==> src/rtl/prio_pkg.sv <==
// Shared constants and helpers for the priority encoder slice.
package prio_pkg;

    localparam int PRIO_WIDTH_DEF = 4;

    // Index width for an n-input encoder; never narrower than one bit.
    function automatic int clog2_min1(input int n);
        return ($clog2(n) < 1) ? 1 : $clog2(n);
    endfunction

endpackage : prio_pkg

==> src/rtl/priority_encoder_core.sv <==
// Combinational priority encoder: the highest set bit of r wins.
module priority_encoder_core
    import prio_pkg::*;
#(
    parameter int WIDTH = PRIO_WIDTH_DEF,
    localparam int IDX_W = clog2_min1(WIDTH)
) (
    input  logic [WIDTH-1:0] r,
    output logic [IDX_W-1:0] idx,
    output logic             any,
    output logic [WIDTH-1:0] oh
);

    // Scanning upward lets each later (higher) set bit overwrite earlier ones.
    always_comb begin
        idx = '0;
        any = 1'b0;
        oh  = '0;
        for (int i = 0; i < WIDTH; i++) begin
            if (r[i]) begin
                idx   = IDX_W'(i);
                any   = 1'b1;
                oh    = '0;
                oh[i] = 1'b1;
            end
        end
    end

endmodule : priority_encoder_core

==> src/rtl/priority_encoder_sync.sv <==
// Registered priority encoder with per-bit request mask and capture enable.
module priority_encoder_sync
    import prio_pkg::*;
#(
    parameter int WIDTH = PRIO_WIDTH_DEF,
    localparam int IDX_W = clog2_min1(WIDTH)
) (
    input  logic             clk,
    input  logic             rst_n,
    input  logic             en,
    input  logic [WIDTH-1:0] d,
    input  logic [WIDTH-1:0] mask,
    output logic [IDX_W-1:0] out,
    output logic             valid,
    output logic [WIDTH-1:0] onehot
);

    logic [WIDTH-1:0] r;
    logic [IDX_W-1:0] idx_next;
    logic             any_next;
    logic [WIDTH-1:0] oh_next;

    assign r = d & mask;

    priority_encoder_core #(.WIDTH(WIDTH)) u_core (
        .r   (r),
        .idx (idx_next),
        .any (any_next),
        .oh  (oh_next)
    );

    // Outputs are registered only, so downstream sees no combinational path from d/mask.
    always_ff @(posedge clk or negedge rst_n) begin
        if (!rst_n) begin
            out    <= '0;
            valid  <= 1'b0;
            onehot <= '0;
        end else if (en) begin
            out    <= idx_next;
            valid  <= any_next;
            onehot <= oh_next;
        end
    end

endmodule : priority_encoder_sync

==> config.mk <==
export PLATFORM = sky130hd
export DESIGN_NAME = priority_encoder_sync
export DESIGN_NICKNAME = d
export VERILOG_FILES = /design/src/rtl/prio_pkg.sv /design/src/rtl/priority_encoder_core.sv /design/src/rtl/priority_encoder_sync.sv
export SDC_FILE = /design/constraint.sdc
export NUM_CORES = 1
export LEC_CHECK = 0
export CAP_MARGIN = 15
export CORE_AREA = 2 2 39 41
export CTS_CLUSTER_DIAMETER = 120
export DETAILED_ROUTE_END_ITERATION = 10
export DIE_AREA = 0 0 41 43
export GPL_TIMING_DRIVEN = 0
export SLEW_MARGIN = 15
export SYNTH_ARGS = -nofsm -noshare
export SYNTH_HDL_FRONTEND = slang
export SYNTH_HIERARCHICAL = 1
export SYNTH_SLANG_ARGS = --single-unit
==> constraint.sdc <==
create_clock -name clk -period 1.8 [get_ports clk]
set_input_delay 0.36 -clock clk [delete_from_list [all_inputs] [get_ports clk]]
set_output_delay 0.36 -clock clk [all_outputs]
set_load 0.02 [all_outputs]
==> results.sh <==
export IMPL_clkPwrFrac_pct=32.1
export IMPL_synth_xor_area_share_pct=0
export IMPL_holdBufCountCts=0
export IMPL_portBuffers=16
export IMPL_globalRouteOverflowTotal=0
export IMPL_tns_ns=0
export IMPL_antenna_found_initial=0
export IMPL_synth_top_area_share_pct=47.5
export IMPL_grt_use_total_pct=9.71
export IMPL_critical_path_peak_fanout=4
export IMPL_cp_start_kind="input port"
export IMPL_row_count=14
export IMPL_power_frac_seq_pct=40.7
export IMPL_die_w_um=41
export IMPL_async_flop_share_pct=100
export IMPL_synth_seq_cells=7
export IMPL_gp_congestion=0.566
export IMPL_fin_skew_ns=0
export IMPL_p_switching_uw=114
export IMPL_required_ns=1.93
export IMPL_swShare_pct=25.5
export IMPL_max_freq_ghz=0.614
export IMPL_h_tree_depth=1
export IMPL_final_nets=60
export IMPL_synth_enable_flop_cells=0
export IMPL_finalCriticalPeriod_ns=1.63
export IMPL_yosys_area_share_simple_pct=14.9
export IMPL_maxSlewViolCount=0
export IMPL_synth_common_cells="dfrtp_1, mux2_4, and2_1"
export IMPL_drive_above_1_share_pct=27.1
export IMPL_nFillCells=147
export IMPL_ant_nets=0
export IMPL_diodes=0
export IMPL_clk_latency_ns=0.25
export IMPL_yosysTopAreaCell="dfrtp_1"
export IMPL_ir_worst_vdd_v=0.000344
export IMPL_powerDensity_nw_per_um2=777
export IMPL_multiInputGateArea_um2=168
export IMPL_ioPinCount=18
export IMPL_combPwrFrac_pct=27.2
export IMPL_path_class="in -> reg"
export IMPL_cts_buffers_inserted=3
export IMPL_vias_per_cell=4.23
export IMPL_syn_area_um2=369
export IMPL_die_area_um2=1760
export IMPL_utilization_pct=41.6
export IMPL_drc=0
export IMPL_worst_slew_pin_slew_ns=0.326
export IMPL_status="complete, no violations"
export IMPL_ys_warn_count=6
export IMPL_routed_wl_um=711
export IMPL_syn_avg_cell_area_um2=13.2
export IMPL_die_h_um=43
export IMPL_vias=271
export IMPL_grt_max_degree=8
export IMPL_cts_tree="done"
export IMPL_rsz0062_at_grt="false"
export IMPL_max_cap_viol_count=0
export IMPL_dpl_hpwl_um=551
export IMPL_arrival_ns=1.76
export IMPL_setup_viol=0
export IMPL_clock_sinks=7
export IMPL_synth_compound_area_share_pct=2.03
export IMPL_ff_latch_area_um2=175
export IMPL_synth_distinct_cells=11
export IMPL_cts_root_buffer="clkbuf_4"
export IMPL_period_share_pct=90.5
export IMPL_coreArea_um2=1380
export IMPL_drt_iter0_drc=6
export IMPL_postCtsSetupBuffers=0
export IMPL_leakagePower_uw=0.000268
export IMPL_p_int_uw=334
export IMPL_syn_to_final_growth_pct=55.9
export IMPL_grt_pass1_vias=226
export IMPL_synthCells=28
export IMPL_synth_fa_ha_area_share_pct=0
export IMPL_max_clock_path_buffers=2
export IMPL_wl_per_cell_um=11.1
export IMPL_yosysSeqAreaShare_pct=47.5
export IMPL_grt_pass1_wl_um=1040
export IMPL_synth_top_family_by_area="multiplexers"
export IMPL_hold_violations=0
export IMPL_firstDrtPassIters=3
export IMPL_synth_top_flop_cell="dfrtp_1"
export IMPL_clkTransAtPathRegs_ns=0.05
export IMPL_start_util_pct=26.7
export IMPL_relSlewSlack_pct=78.2
export IMPL_cts_resized=0
export IMPL_hp_class="in -> async"
export IMPL_synth_nets=39
export IMPL_end_kind="flip-flop"
export IMPL_yosys_mux_area_fraction_pct=28.5
export IMPL_synth_area_top_cells="dfrtp_1, mux2_4, and2_1"
[worst paths after layout]
kind / end / depth (start not counted) / slack, ns / from
min in group clk: onehot[1]$_DFFE_PN0P_ / 2 / 0.42 / en
max in group asynchronous: onehot[3]$_DFFE_PN0P_ / 1 / 1.19 / rst_n
max reg2reg: out[1]$_DFFE_PN0P_ / 1 / 1.03 / out[1]$_DFFE_PN0P_
max: valid$_DFFE_PN0P_ / 5 / 0.17 / d[3]
min reg2reg: onehot[0]$_DFFE_PN0P_ / 1 / 0.51 / onehot[0]$_DFFE_PN0P_
min: valid$_DFFE_PN0P_ / 1 / 0.37 / rst_n
[layer usage]
metal	global-route usage, %	up-vias	routed length, µm
li1	-	129	-
met1	11.8	124	333
met2	10.6	16	291
met3	8.90	2	82
met4	6.00	0	5
met5	0	-	0
[metrics by stage]
stage          instances  hold slack, ns  total power, µW  setup slack, ns  cell area (µm²)
2_1_floorplan         28          0.0644              248            0.368              369
3_3_place_gp          60           0.498              306          -0.0676              549
3_5_place_dp          60           0.500              307          -0.0937              549
4_1_cts               64           0.375              455            0.177              576
5_1_grt               64           0.377              477            0.132              576
6_report              64           0.371              447            0.171              576
[area by class of cell]
class                      instances  area share, %
sequential                         7           30.4
multi-input combinational         17           29.1
timing repair buffer              16           27.8
clock buffer                       4           4.57
tap                               16           3.48
buffer                             2           3.26
inverter                           2           1.30
[sequential cells by signal (all words and copies together) (netlist names)]
signal,count
onehot,4
valid,1
out,2
[critical path: stages]
cell and delay [ns]:
clkdlybuf4s50_1 0.39, and2_1 0.19, or2_4 0.26, or3_1 0.31, mux2_4 0.26
[power by group through the flow]
stage	Combinational, µW	Sequential [µW]	Clock, µW
after floorplan	45.4	203	0
after global placement	121	184	0
after detailed placement	123	184	0
after CTS	123	182	150
after global routing	131	183	163
final	122	182	144
[logic make-up (layout without fill, tap and decap cells)]
logic type      after synthesis  count (layout)
simple gates                  9               9
mux                           7               7
flops                         7               7
buf+inv                       4              24
compound gates                1               1
[placed cells by master (no fill, tap or decap), types with 2 or more instances in the layout]
master,count
inv_1,2
nor2_1,2
clkdlybuf4s50_1,16
dfrtp_1,7
and2_1,4
clkbuf_4,3
mux2_4,7
(Power assumes the default switching activity.)
==> edit 1 (same settings) <==
`PRIO_WIDTH_DEF`: 4 -> 3.
--- a/src/rtl/prio_pkg.sv
+++ b/src/rtl/prio_pkg.sv
@@ -3,3 +3,3 @@
 
-    localparam int PRIO_WIDTH_DEF = 4;
+    localparam int PRIO_WIDTH_DEF = 3;
 
Ports: changed (resized d, mask and onehot); port bits go from 18 to 15. The function was not compared with the original's and may differ.
==> edit 1 against the unedited design <==
  * Synthesized cell count down 21%
  * Worst setup slack improved by 72 ps
  * Cell area shrank 16%
  * Register-to-register slack about the same
  * Synthesized area down 15%
  * Total power shrank 17%
  * Sequential cell count down 1
  * Routed wire length fell by 23%
==> edit 1: results (changes against the unedited design) <==
status:
  outcome: "completed"
min_path:
  hp-class: "primary input to asynchronous set/reset pin"
global_routing:
  grt_util_all_layers: 0.0756  # -0.0215
  grt_pass1_wl_um: 841  # -19%
  antenna_found_initial: 0  # unchanged
  grt_start_max_net_pins: 7  # -1
  first_global_vias: 204  # -9.7%
placement:
  dp_hpwl_um: 450  # -18%
  buffer_ports.inserted: 13  # -3
  place_worst_setup_slack_ps: 95.6  # +189 ps
  globalplace.congestion: 0.666  # +18%
cells_and_area:
  filler_cell_count: 134  # -8.8%
  nNetsFinal: 49  # -18%
  top_regs: "onehot (3), out (2), valid (1)"
  drive_above_1_share: 0.342  # +0.0713
  diodes: 0  # unchanged
yosys:
  leading_cell_types_by_total_area_after_synthesis: "sky130_fd_sc_hd__dfrtp_1 48%, sky130_fd_sc_hd__mux2_4 29%, sky130_fd_sc_hd__buf_4 7.2%, sky130_fd_sc_hd__and2_1 6.0%, sky130_fd_sc_hd__buf_6 3.6%"
  synth-seq-area-share: 0.480  # +0.00542
  synth.cells.most_frequent: "6 x sky130_fd_sc_hd__dfrtp_1, 6 x sky130_fd_sc_hd__mux2_4, 3 x sky130_fd_sc_hd__and2_1, 3 x sky130_fd_sc_hd__buf_4"
  ys.warnings.count: 6  # unchanged
  mappedNetlistNets: 31  # -21%
  ys.flop_type: "sky130_fd_sc_hd__dfrtp_1"
  postSynth.asyncResetShare: 1.00  # unchanged
  synth_cell_type_count: 8  # -3
power:
  worst_ir_drop_vdd_mv: 0.274  # -20%
  netSwitchingFraction: 0.236  # -0.0185
  power_sequential_mw: 0.155  # -15%
  power_leakage_nw: 0.226  # -16%
  comb-power_mw: 0.0961  # -21%
cts:
  cts_htree_levels: 1  # unchanged
  clock_insertion_delay_at_the_later_pin_of_the_skew_report_ps: 240
  cts_post_setup_buffers_inserted: 0  # unchanged
  clk_root_buffer_cell: "sky130_fd_sc_hd__clkbuf_4"
  cts.reportedPaths.clkPinSlew_ps: 50  # about the same
  cts.path.max_buffers: 2  # unchanged
  tritoncts.num_buffers: 3  # unchanged
  post_cts_resize_count: 0  # unchanged
route:
  drt-vias-per-instance: 3.85  # -9.0%
  met3_wirelength_um: 77  # -6.1%
  first_iter_violations: 3  # -3
  average_detailed_routed_wire_length_per_instance_um: 10.2  # -8.2%
  detail_route.first_pass.iterations: 2  # -1
  met1_length_um: 247  # -26%
  highest-signal-layer: "met3"
  postRouteAntennaNets: 0  # unchanged
  route.met2.wl_um: 226  # -22%
timing:
  worst_pin_slew_ps: 285  # -41.1 ps
  skew_ps: 0  # unchanged
critical_path:
  crit_fanout: 2  # -2
  timing.critical_path.max_delay_family: "buffers and inverters"
  crit_path_max_incr_delay_ps: 610  # +220 ps
  crit_arrival_ps: 1200  # -560 ps
  crit_slowest_cell: "sky130_fd_sc_hd__clkdlybuf4s50_1"
  rr_worst_depth: 1  # unchanged
==> edit 1: cells by family (layout without fill, tap and decap cells) <==
kind of cell | count (synthesis) | count (layout) | synth area share
buffers and inverters | 4 | 20 | 0.108
DFF | 6 | 6 | 0.480
and+or+nand+nor | 6 | 6 | 0.124
muxes | 6 | 6 | 0.288
==> edit 1: layer usage <==
| layer | vias to the layer above | GRT usage |
|---|---|---|
| met2 | 15 | 0.0938 |
| met3 | 0 | 0.0524 |
| li1 | 103 | - |
| met1 | 90 | 0.0945 |
| met4 | 0 | 0.0400 |
| met5 | - | 0 |
==> edit 1: stage by stage <==
stage               instance area [µm²]  hold WS, ps  power (mW)  utilization  cells
floorplan                           313         64.4       0.207            -     22
global placement                    463          496       0.251        0.335     51
detailed placement                  463          499       0.254        0.335     51
CTS                                 485          369       0.379        0.351     54
global route                        485          380       0.396        0.351     54
finish                              485          368       0.372        0.351     54
==> edit 1: final timing paths <==
kind	to	startpoint	slack [ps]
max	onehot[0]	onehot[0]$_DFFE_PN0P_	240
min	onehot[0]$_DFFE_PN0P_	rst_n	370
max in group asynchronous	valid$_DFFE_PN0P_	rst_n	1210
max reg2reg	onehot[0]$_DFFE_PN0P_	onehot[0]$_DFFE_PN0P_	1030
min reg2reg	valid$_DFFE_PN0P_	valid$_DFFE_PN0P_	510
min in group clk	out[0]$_DFFE_PN0P_	en	420
==> edit 1: area by class of cell <==
class | instances | area, µm² | share of cell area
Tap cell | 16 | 20.0 | 0.0412
Clock buffer | 3 | 22.5 | 0.0464
Buffer | 4 | 33.8 | 0.0696
Sequential cell | 6 | 150 | 0.309
Timing Repair Buffer | 13 | 130 | 0.268
Multi-Input combinational cell | 12 | 129 | 0.265
==> edit 2 (same settings) <==
Without the edit above. Add an input register stage for `en`, `d` and `mask`, without a reset; this delays them by one clock. Comments in the files are not updated.
--- a/src/rtl/priority_encoder_sync.sv
+++ b/src/rtl/priority_encoder_sync.sv
@@ -17,2 +17,12 @@
 
+    logic en_q;
+    logic [WIDTH-1:0] d_q;
+    logic [WIDTH-1:0] mask_q;
+
+    always_ff @(posedge clk) begin
+        en_q   <= en;
+        d_q    <= d;
+        mask_q <= mask;
+    end
+
     logic [WIDTH-1:0] r;
@@ -22,3 +32,3 @@
 
-    assign r = d & mask;
+    assign r = d_q & mask_q;
 
@@ -37,3 +47,3 @@
             onehot <= '0;
-        end else if (en) begin
+        end else if (en_q) begin
             out    <= idx_next;
Formal check against the unedited RTL: not equivalent (Yosys sat finds a counterexample within 4 cycles, from zero or initial values and one cycle with rst_n low).
==> edit 2 against the unedited design <==
  * Synthesized area up 49%
  * Worst setup slack better by 26 ps
  * Via count up 20%
  * Total power up 57%
  * Non-clock buffer count up 1
  * Routed wire length up 4.5%
  * Clock power up 28%
  * Cell area up 33%
  * Count of clock-buffer cells in the layout unchanged
  * Sequential cell count up 9
  * Largest power group unchanged
==> edit 2: results (changes against the unedited design) <==
status:
  outcome: "completed"
cells_and_area:
  diodes: 0  # unchanged
  drive_above_1_share: 0.224  # -0.0467
  top_regs: "d_q (4), mask_q (4), onehot (4)"
  final_non_filler_cells: 74  # +16%
critical_path:
  reg2reg_from: "d_q[3]$_DFF_P_"
  timing.reg2reg.setup_slack_ps: 420  # -610 ps
  cp-end-kind: "output pin"
  crit_path_max_incr_delay_ps: 600  # +210 ps
  crit_slowest_cell: "sky130_fd_sc_hd__clkdlybuf4s50_1"
  crit_fanout: 2  # -2
  setup.worst_path.start: "onehot[1]$_DFFE_PN0P_"
  timing.critical_path.max_delay_family: "buffers and inverters"
  crit_arrival_ps: 1240  # -520 ps
yosys:
  mappedNetlistNets: 48  # +23%
  synth_cell_type_count: 12  # +1
  ys.warnings.count: 6  # unchanged
  postSynth.asyncResetShare: 0.438  # -0.563
  leading_cell_types_by_total_area_after_synthesis: "sky130_fd_sc_hd__dfxtp_1 33%, sky130_fd_sc_hd__dfrtp_1 32%, sky130_fd_sc_hd__mux2_4 19%, sky130_fd_sc_hd__and2_1 4.6%, sky130_fd_sc_hd__buf_6 2.1%"
  synth.cells.most_frequent: "9 x sky130_fd_sc_hd__dfxtp_1, 7 x sky130_fd_sc_hd__dfrtp_1, 7 x sky130_fd_sc_hd__mux2_4"
  synth-seq-area-share: 0.647  # +0.172
  syn_avg_cell_area_um2: 14.8  # +13%
timing:
  skew_ps: 5.46  # +5.46 ps
  worst_pin_slew_ps: 297  # -28.9 ps
  timing.final.ws_setup_ps: 197  # +25.6 ps
  hold_ws_ps: 326  # -44.9 ps
global_routing:
  antenna_found_initial: 0  # unchanged
  grt_util_all_layers: 0.111  # +0.0139
  grt_start_max_net_pins: 10  # +2
  grt_pass1_wl_mm: 1.34  # +29%
  first_global_vias: 335  # +48%
cts:
  post_cts_resize_count: 0  # unchanged
  clock_insertion_delay_at_the_later_pin_of_the_skew_report_ps: 270  # +20 ps
  tritoncts.num_buffers: 3  # unchanged
  cts_htree_levels: 1  # unchanged
  cts.reportedPaths.clkPinSlew_ps: 90  # +40 ps
  cts_post_setup_buffers_inserted: 0  # unchanged
placement:
  place_worst_setup_slack_ps: 409  # +502 ps
  place_area_um2: 739  # +35%
  buffer_ports.inserted: 17  # +1
  post-place-cells: 70  # +17%
  dp_hpwl_um: 617  # +12%
  globalplace.congestion: 0.681  # +20%
route:
  sum_of_routed_wire_length_over_all_layers_um: 743  # +4.5%
  num_vias: 326  # +20%
  first_iter_violations: 3  # -3
  detail_route.first_pass.iterations: 2  # -1
min_path:
  hp-class: "primary input to asynchronous set/reset pin"
power:
  worst_ir_drop_vdd_mv: 0.481  # +40%
  power_leakage_nw: 0.348  # +30%
-- edit 2: cell count changes after synthesis, sizes merged --
cell / unedited run / this run
dfxtp: 0 / 9
-- edit 2: where the power goes --
part           leakage [nW]  internal (mW)  switching [mW]
sequential            0.164          0.382          0.0110
clock                0.0150         0.0857          0.0996
combinational         0.169         0.0778          0.0450
total                 0.348          0.546           0.156
-- edit 2: layer usage --
layer  vias up  track usage  wire, µm
met5         -            0         0
met4         0       0.0400         0
met2        15        0.178       376
met3         0       0.0314        57
met1       150        0.135       309
li1        161            -         -
-- edit 2: logic make-up (layout without fill, tap and decap cells) --
family	count (synthesis)	after routing	share of synthesized area
buffers and inverters	4	25	0.0478
AND/OR/NAND/NOR	9	9	0.100
AO/OA/AOI/OAI	1	1	0.0137
flip-flops	16	16	0.647
multiplexers	7	7	0.191
-- edit 2: worst paths after layout --
kind	end	cells past startpoint
min in group clk	onehot[0]$_DFFE_PN0P_	1
max in group asynchronous	out[0]$_DFFE_PN0P_	1
setup / recovery	onehot[1]	1
hold / removal	valid$_DFFE_PN0P_	1
hold reg to reg	onehot[0]$_DFFE_PN0P_	1
setup reg to reg	valid$_DFFE_PN0P_	4
-- edit 2: area by class of cell --
cell class	instances	area, µm²
tap	16	20.0
sequential	16	355
buffer	2	18.8
inverter	2	7.51
timing repair buffer	17	170
fill	129	618
clock buffer	4	26.3
multi-input combinational	17	168
